## src/rtl/hold_grab_controller.sv

```systemverilog
`default_nettype none
// ============================================================================
// Module  : hold_grab_controller
// Brief   : Per-frame hold-table scan that attaches each hand to the lowest
//           index hold inside its capture box.
// Rev     : 1.0
// ============================================================================
module hold_grab_controller #(
  parameter int NUM_HOLDS   = 15,
  parameter int IDX_W       = 4,
  parameter int GRAB_RADIUS = 32
) (
  input  logic              clock,
  input  logic              reset,
  input  logic              frame_start,
  input  logic [11:0]       screenx,
  input  logic [12:0]       screeny,
  input  logic [10:0]       hand1x,
  input  logic [9:0]        hand1y,
  input  logic [10:0]       hand2x,
  input  logic [9:0]        hand2y,
  input  logic              grab1,
  input  logic              grab2,
  output logic [IDX_W-1:0]  hold_addr,
  input  logic [11:0]       hold_x,
  input  logic [12:0]       hold_y,
  output logic              held1,
  output logic              held2,
  output logic [IDX_W-1:0]  held1_idx,
  output logic [IDX_W-1:0]  held2_idx,
  output logic              any_held,
  output logic              scan_busy,
  output logic              scan_done
);

  typedef enum logic [1:0] {
    S_IDLE    = 2'd0,
    S_FETCH   = 2'd1,
    S_COMPARE = 2'd2,
    S_UPDATE  = 2'd3
  } state_t;

  localparam logic signed [13:0] C_RAD_P = 14'(GRAB_RADIUS);
  localparam logic signed [13:0] C_RAD_N = -C_RAD_P;
  localparam logic [IDX_W-1:0]   C_LAST  = IDX_W'(NUM_HOLDS - 1);

  state_t             r_state, w_next;
  logic [IDX_W-1:0]   r_idx;
  logic [11:0]        r_sx;
  logic [12:0]        r_sy;
  logic [10:0]        r_h1x, r_h2x;
  logic [9:0]         r_h1y, r_h2y;
  logic               r_g1, r_g2;
  logic               r_c1_v, r_c2_v;
  logic [IDX_W-1:0]   r_c1_idx, r_c2_idx;
  logic               r_held1, r_held2, r_any;
  logic [IDX_W-1:0]   r_held1_idx, r_held2_idx;

  logic               w_last;
  logic signed [13:0] w_hx, w_hy, w_sx, w_sy;
  logic signed [13:0] w_dx1, w_dy1, w_dx2, w_dy2;
  logic               w_m1, w_m2;

  always_ff @(posedge clock or posedge reset) begin
    if (reset) r_state <= S_IDLE;
    else       r_state <= w_next;
  end

  always_comb begin
    w_next = r_state;
    case (r_state)
      S_IDLE:    if (frame_start) w_next = S_FETCH;
      S_FETCH:   w_next = S_COMPARE;
      S_COMPARE: w_next = w_last ? S_UPDATE : S_FETCH;
      S_UPDATE:  w_next = S_IDLE;
      default:   w_next = S_IDLE;
    endcase
  end

  // Hold/scroll are signed and sign-extended; hand coordinates are unsigned.
  assign w_last = (r_idx == C_LAST);
  assign w_hx   = {{2{hold_x[11]}}, hold_x};
  assign w_hy   = {hold_y[12], hold_y};
  assign w_sx   = {{2{r_sx[11]}}, r_sx};
  assign w_sy   = {r_sy[12], r_sy};
  assign w_dx1  = w_hx - w_sx - $signed({3'b000, r_h1x});
  assign w_dy1  = w_hy - w_sy - $signed({4'b0000, r_h1y});
  assign w_dx2  = w_hx - w_sx - $signed({3'b000, r_h2x});
  assign w_dy2  = w_hy - w_sy - $signed({4'b0000, r_h2y});
  assign w_m1   = (w_dx1 >= C_RAD_N) && (w_dx1 <= C_RAD_P) &&
                  (w_dy1 >= C_RAD_N) && (w_dy1 <= C_RAD_P);
  assign w_m2   = (w_dx2 >= C_RAD_N) && (w_dx2 <= C_RAD_P) &&
                  (w_dy2 >= C_RAD_N) && (w_dy2 <= C_RAD_P);

  always_ff @(posedge clock or posedge reset) begin
    if (reset) begin
      r_idx       <= '0;
      r_sx        <= '0;
      r_sy        <= '0;
      r_h1x       <= '0;
      r_h1y       <= '0;
      r_h2x       <= '0;
      r_h2y       <= '0;
      r_g1        <= 1'b0;
      r_g2        <= 1'b0;
      r_c1_v      <= 1'b0;
      r_c2_v      <= 1'b0;
      r_c1_idx    <= '0;
      r_c2_idx    <= '0;
      r_held1     <= 1'b0;
      r_held2     <= 1'b0;
      r_held1_idx <= '0;
      r_held2_idx <= '0;
      r_any       <= 1'b0;
    end else begin
      r_any <= r_held1 | r_held2;
      if (r_state == S_IDLE && frame_start) begin
        r_sx   <= screenx;
        r_sy   <= screeny;
        r_h1x  <= hand1x;
        r_h1y  <= hand1y;
        r_h2x  <= hand2x;
        r_h2y  <= hand2y;
        r_g1   <= grab1;
        r_g2   <= grab2;
        r_idx  <= '0;
        r_c1_v <= 1'b0;
        r_c2_v <= 1'b0;
      end
      if (r_state == S_COMPARE) begin
        if (w_m1 && !r_c1_v) begin
          r_c1_v   <= 1'b1;
          r_c1_idx <= r_idx;
        end
        if (w_m2 && !r_c2_v) begin
          r_c2_v   <= 1'b1;
          r_c2_idx <= r_idx;
        end
        if (!w_last) r_idx <= r_idx + IDX_W'(1);
      end
      // A live release always wins over an attach in the same cycle.
      if (!grab1) begin
        r_held1 <= 1'b0;
      end else if (r_state == S_UPDATE && r_g1 && !r_held1 && r_c1_v) begin
        r_held1     <= 1'b1;
        r_held1_idx <= r_c1_idx;
      end
      if (!grab2) begin
        r_held2 <= 1'b0;
      end else if (r_state == S_UPDATE && r_g2 && !r_held2 && r_c2_v) begin
        r_held2     <= 1'b1;
        r_held2_idx <= r_c2_idx;
      end
    end
  end

  assign hold_addr = r_idx;
  assign held1     = r_held1;
  assign held2     = r_held2;
  assign held1_idx = r_held1_idx;
  assign held2_idx = r_held2_idx;
  assign any_held  = r_any;
  assign scan_busy = (r_state != S_IDLE);
  assign scan_done = (r_state == S_UPDATE);

endmodule
`default_nettype wire
```

## config.mk

```make
export PLATFORM = sky130hd
export DESIGN_NAME = hold_grab_controller
export DESIGN_NICKNAME = d
export VERILOG_FILES = /design/src/rtl/hold_grab_controller.sv
export SDC_FILE = /design/constraint.sdc
export NUM_CORES = 1
export LEC_CHECK = 0
export CAP_MARGIN = 25
export CORE_ASPECT_RATIO = 0.8
export CORE_MARGIN = 2
export CORE_UTILIZATION = 55
export DETAILED_ROUTE_END_ITERATION = 16
export GPL_TIMING_DRIVEN = 0
export PLACE_DENSITY = 0.92
export SLEW_MARGIN = 30
export SYNTH_ARGS = -nofsm -noshare
export SYNTH_HDL_FRONTEND = slang
export SYNTH_SLANG_ARGS = --single-unit
```

## constraint.sdc

```tcl
create_clock -name clock -period 6.8 [get_ports clock]
set_input_delay 1.02 -clock clock [delete_from_list [all_inputs] [get_ports clock]]
set_output_delay 1.02 -clock clock [all_outputs]
set_load 0.03 [all_outputs]
```

**Yosys cells after proc, flatten, opt, wreduce, memory -nomap -nowiden**

Cells that the tools add are included.

- $add $sub $neg: 7
- Order comparisons: 8
- Eq/ne operators: 7
- Multiplexer cells: 16
- Bitwise operators: 1
- Reductions and logical operators: 25

Operator list:

| cell | number |
|---|---|
| $ge 14x6->1 const B | 4 |
| $le 14x7->1 const B | 4 |
| $sub 13x12->14 | 2 |
| $sub 14x11->14 | 2 |
| $logic_and 1x1->1 | 15 |
| $sub 13x13->14 | 1 |
| $sub 12x12->13 | 1 |
| $mux 4 | 3 |
| $mux 1 | 10 |
| $pmux 2 s4 | 1 |
| $reduce_and 2->1 | 4 |
| $add 4x1->4 const B | 1 |
| $eq 2x2->1 const B | 2 |
| $eq 4x4->1 const B | 1 |
| $logic_not 1->1 | 4 |
| $mux 2 | 2 |
| $ne 2x1->1 const B | 2 |
| $eq 2x1->1 const B | 1 |
| $logic_not 2->1 | 1 |
| $ne 2x2->1 const B | 1 |
| $reduce_bool 2->1 | 1 |
| $or 1x1->1 | 1 |

- Flip-flop bits (word level): 96
- Input bits: 97
- Output and inout bits: 17
- Logic and storage cells: 83

**Longest topological paths before layout**

- Depth in word-level cells: 9
- Mapped depth: 21
- Mapped depth without buffers: 21

**Worst setup path before layout**

Ideal clock, no wire load.

- Kind: input -> register
- From: input hold_x[0]
- To: register r_c2_idx[0]
- Data arrival time: 4.907 ns
- Required time: 6.675 ns
- Setup slack: 1.768 ns
- Cell stages on the path: 21
- Path buffers: 0
- Cells stage by stage: inv_1 > ha_1 > fa_1 > nor2b_1 > o21ai_0 > a21boi_0 > nor2_1 > nor2b_1 > nor2_1 > xnor2_1 > ha_1 > o21a_1 > o21ai_0 > o21ba_2 > or2_2 > a21oi_1 > xor2_1 > or4_1 > a21oi_1 > o21ai_2 > mux2_4

- Cells in the longest elaborated chain, start to end: 8
- Elaborated cells on any way between the ends: 9
- Classes of those cells: add/sub: 2; order compare: 2; reduce/logical: 5

Ends and longest elaborated chain:

| item | RTL line | text |
|---|---|---|
| start: declaration | 25 | `input logic [11:0] hold_x,` |
| $sub 12x12->13 * | 88 | `assign w_dx2 = w_hx - w_sx - $signed({3'b000, r_h2x});` |
| $sub 13x12->14 * | 88 |  |
| $ge 14x6->1 or $le 14x7->1 (tied branches) | 92 | `assign w_m2 = (w_dx2 >= C_RAD_N) && (w_dx2 <= C_RAD_P) &&` |
| $logic_and 1x1->1 * (2 in series) | 92 |  |
| $logic_and 1x1->1 * | 93 | `(w_dy2 >= C_RAD_N) && (w_dy2 <= C_RAD_P);` |
| $logic_and 1x1->1 * | 135 | `if (w_m2 && !r_c2_v) begin` |
| $reduce_and 2->1 (no source line) * | -- |  |
| end signal: assignment | 137 | `r_c2_idx <= r_idx;` |
| end: declaration | 55 | `logic [IDX_W-1:0] r_c1_idx, r_c2_idx;` |

Mark *: on every way between the ends. The rest lies on a longest branch, timed or not.
A chain may end at the register's enable or synchronous reset.

**Worst setup path in the final report**

- From: input hold_x[0]
- To: register r_c2_idx[2]

The elaborated chain is that of the path after synthesis.

==> metrics.md <==
| Metric | Value |
|---|---|
| Status | `complete, no violations` |
| HP Class | `reg -> reg` |
| Starting Density | `0.558` |
| All-Layer GR Usage | `0.283` |
| Distinct cells, synth | `70` |
| FF-to-FF path depth | `20` |
| Layout Area Growth over Synthesis | `23.3%` |
| Syn Std Cell Area | `0.00710 sq mm` |
| CTS Sinks | `96` |
| Placed Instances | `1111` |
| WL/cell | `16.8 microns` |
| Reg clk slew, reported paths | `0.06 ns` |
| HPWL after detailed placement | `14500 microns` |
| Worst Path Arrival | `6.24 ns` |
| First-pass GRT wire length | `30600 microns` |
| CP Depth | `22` |
| Clk_lat worst skew | `0.36 ns` |
| Synth top area share | `0.338` |
| Mapped Cells | `822` |
| Max_cap viols | `0` |
| Synth area leaders | `dfrtp_1 (34%), ha_1 (12%), o21ai_0 (6.8%)` |
| Max stage delay on crit path | `about 0.53 ns` |
| Layout Nets | `1119` |
| Final Instance Area | `~0.0088 sq mm` |
| Worst path cell trace | `clkdlybuf4s50_1 -> inv_1 -> ha_1 -> fa_1 -> nor2b_1 -> o21ai_0 -> a21boi_0 -> nor2_1 -> nor2b_1 -> nor2_1 -> xnor2_1 -> ha_1 -> o21a_1 -> o21ai_0 -> o21ba_2 -> or2_2 -> a21oi_1 -> xor2_1 -> or4_1 -> a21oi_1 -> o21ai_2 -> mux2_4` |
| Clock buffer depth | `2` |
| CP Buf/Inv Count | `2` |
| Sequential share of the synthesized area | `0.338` |
| Area of the multi-input gates | `0.00430 sq mm` |
| Synthesis-stage register bit count | `96` |
| Crit Path Max Fanout | `5` |
| Top-Level Pins | `between 100 and 150` |
| Slew headroom | `0.462` |
| Post-CTS setup buffers | `0` |
| Mean Syn Cell Area | `8.64 sq um` |
| Register area | `0.00240 sq mm` |
| Number of diodes | `0` |
| Post-CTS Resized | `0` |
| FILL cells | `983` |
| Detail Route met2 WL | `between 8000 and 9000 microns` |
| Highest-delay cell along the critical path | `or4_1` |
| H-tree depth | `3` |
| Non-filler cells, final | `1126` |
| Core ar. | `0.0127 sq mm` |
| TritonCTS buffer count | `9` |
| Post-DRT Antenna Nets | `0` |
| Row cnt | `37` |
| FMAX | `167 MHz` |
| Startpoint types | `primary input` |
| Tcrit/Tclk final | `0.883` |
| Req. time, crit path | `7.04 ns` |
| Count of input and output buffers | `113` |
| Via density | `approximately 5.7` |
| Unrepaired setup endpoints after global routing | `no` |
| TritonCTS clock tree | `built` |
| Critical path class | `in -> reg` |
| Number of global-route vias before repair | `between 6000 and 7000` |
| Commonest non-fill, non-tap cells in the layout | `clkdlybuf4s50_1 (113), nand2_1 (110), o21ai_0 (96), dfrtp_1 (96), inv_1 (87)` |
| Grt total ovfl | `0` |
| DRC viols | `0` |
| Final count of pins violating max slew | `0` |
| Iteration-0 DRC Markers | `417` |
| Worst-margin pin slew | `0.805 ns` |
| Largest area contributor in the netlist | `dfrtp_1` |
| Main synth FF type | `dfrtp_1` |
| Max Used Layer | `met4` |
| Clock Skew | `0.00478 ns` |
| Largest net degree at the start of global routing | `63` |
| Syn. warnings | `0` |
| Routability Congestion | `0.916` |
| Fraction of registers with async set/reset | `1.00` |
| Root Driver | `clkbuf_16` |
| Router iterations before antenna repair | `5` |
| Initial antenna violation count | `0` |
| Setup TNS | `0 ns` |
| CTS Hold Bufs | `0` |
| Layout cell share with drive strength beyond 1 | `0.0557` |
| Post-synth EDFFs | `0` |
| Finish-stage setup viols | `0` |
| Crit path max-delay family | `compound AO/OA/AOI/OAI gates` |
| DIE AREA | `0.0138 sq mm` |
| Syn_nets | `~1000` |
| CP endpoint kind | `register` |
| Met3 Wirelength | `approximately 1700 microns` |
| Die Height | `106 microns` |
| Metal1 wirelength | `about 8500 microns` |
| Via Count | `6458` |
| Die X | `131 microns` |
| Final Hold Fails | `0` |
| Routed WL | `18900 microns` |
| Cell Area, Placed | `between 0.008 and 0.009 sq mm` |
| Commonest non-fill, non-tap cell in the layout | `clkdlybuf4s50_1` |
| Clock period minus worst slack | `6.01 ns` |
| Hold path depth | `2` |
layer usage:
layer  up-vias  track usage
met4         0       0.0919
met1      3040        0.398
li1       3118            -
met3        39       0.0751
met2       261        0.425
met5         -            0
worst register-to-register path, cell delays in order, from the launching register on:
cell and delay, ns:
dfrtp_1 0.40, ha_1 0.23, fa_1 0.41, nor2b_1 0.12
o21ai_0 0.18, a21boi_0 0.50, nor2_1 0.11, nor2b_1 0.12
nor2_1 0.06, xnor2_1 0.27, ha_1 0.33, o21a_1 0.19
o21ai_0 0.16, o21ba_2 0.20, or2_2 0.29, a21oi_1 0.19
xor2_1 0.10, or4_1 0.53, a21oi_1 0.17, o21ai_2 0.19
mux2_4 0.35
through the flow:
stage | worst slack, ns | hold slack, ns | utilization
5_1_grt | 0.544 | 0.515 | 0.688
2_1_floorplan | 1.77 | 0.438 | -
3_3_place_gp | 0.657 | 0.451 | 0.664
6_report | 0.794 | 0.490 | 0.688
4_1_cts | 0.863 | 0.488 | 0.688
3_5_place_dp | 0.554 | 0.472 | 0.666
synthesized netlist by cell type, drive strengths merged, types with 13 or more instances:
master,n
a21oi,40
xnor2,40
a21o,20
nand2b,13
clkbuf,14
nor2,41
dfrtp,96
ha,69
nand2,110
inv,88
o21ai,100
nand3,15
mux2,18
final cells by class:
class | count | area share
Multi-Input combinational cell | 621 | 0.491
Sequential cell | 96 | 0.274
Timing Repair Buffer | 114 | 0.132
Inverter | 88 | 0.0383
Clock buffer | 12 | 0.0293
Tap cell | 175 | 0.0250
Buffer | 17 | 0.00815
Clock inverter | 3 | 0.00200
flip-flops by register name, indices dropped and copies added, names as in the netlist:
register and count:
r_c1_idx 4, hold_addr 4, any_held 1, r_c2_v 1, r_sx 12, held2_idx 4
held1_idx 4, held1 1, r_h2y 10, r_state 2, r_g1 1, r_sy 13
r_g2 1, r_h1x 11, held2 1, r_h1y 10, r_h2x 11, r_c2_idx 4
r_c1_v 1
cells by family after synthesis:
family,after synthesis,share of synthesized area
simple gates,251,0.171
compound gates,228,0.204
buf+inv,105,0.0566
flops,96,0.338
fa+ha+maj,75,0.139
xor+xnor,46,0.0568
mux,21,0.0349
path summary, 6_finish.rpt:
path / from / end / slack [ns]
hold / removal: r_g1 / r_g1 / 0.49
setup / recovery: hold_x[0] / r_c2_idx[2] / 0.79
setup reg to reg: r_sx[0] / r_c2_idx[2] / 1.59
max in group asynchronous: reset / r_h2x[8] / 5.17
hold reg to reg: r_g1 / r_g1 / 0.49
min in group asynchronous: reset / r_sy[11] / 1.01
Power is left out: the tool's default activity adds up to more than one toggle a clock period on the data nets, which glitch-free logic cannot reach.
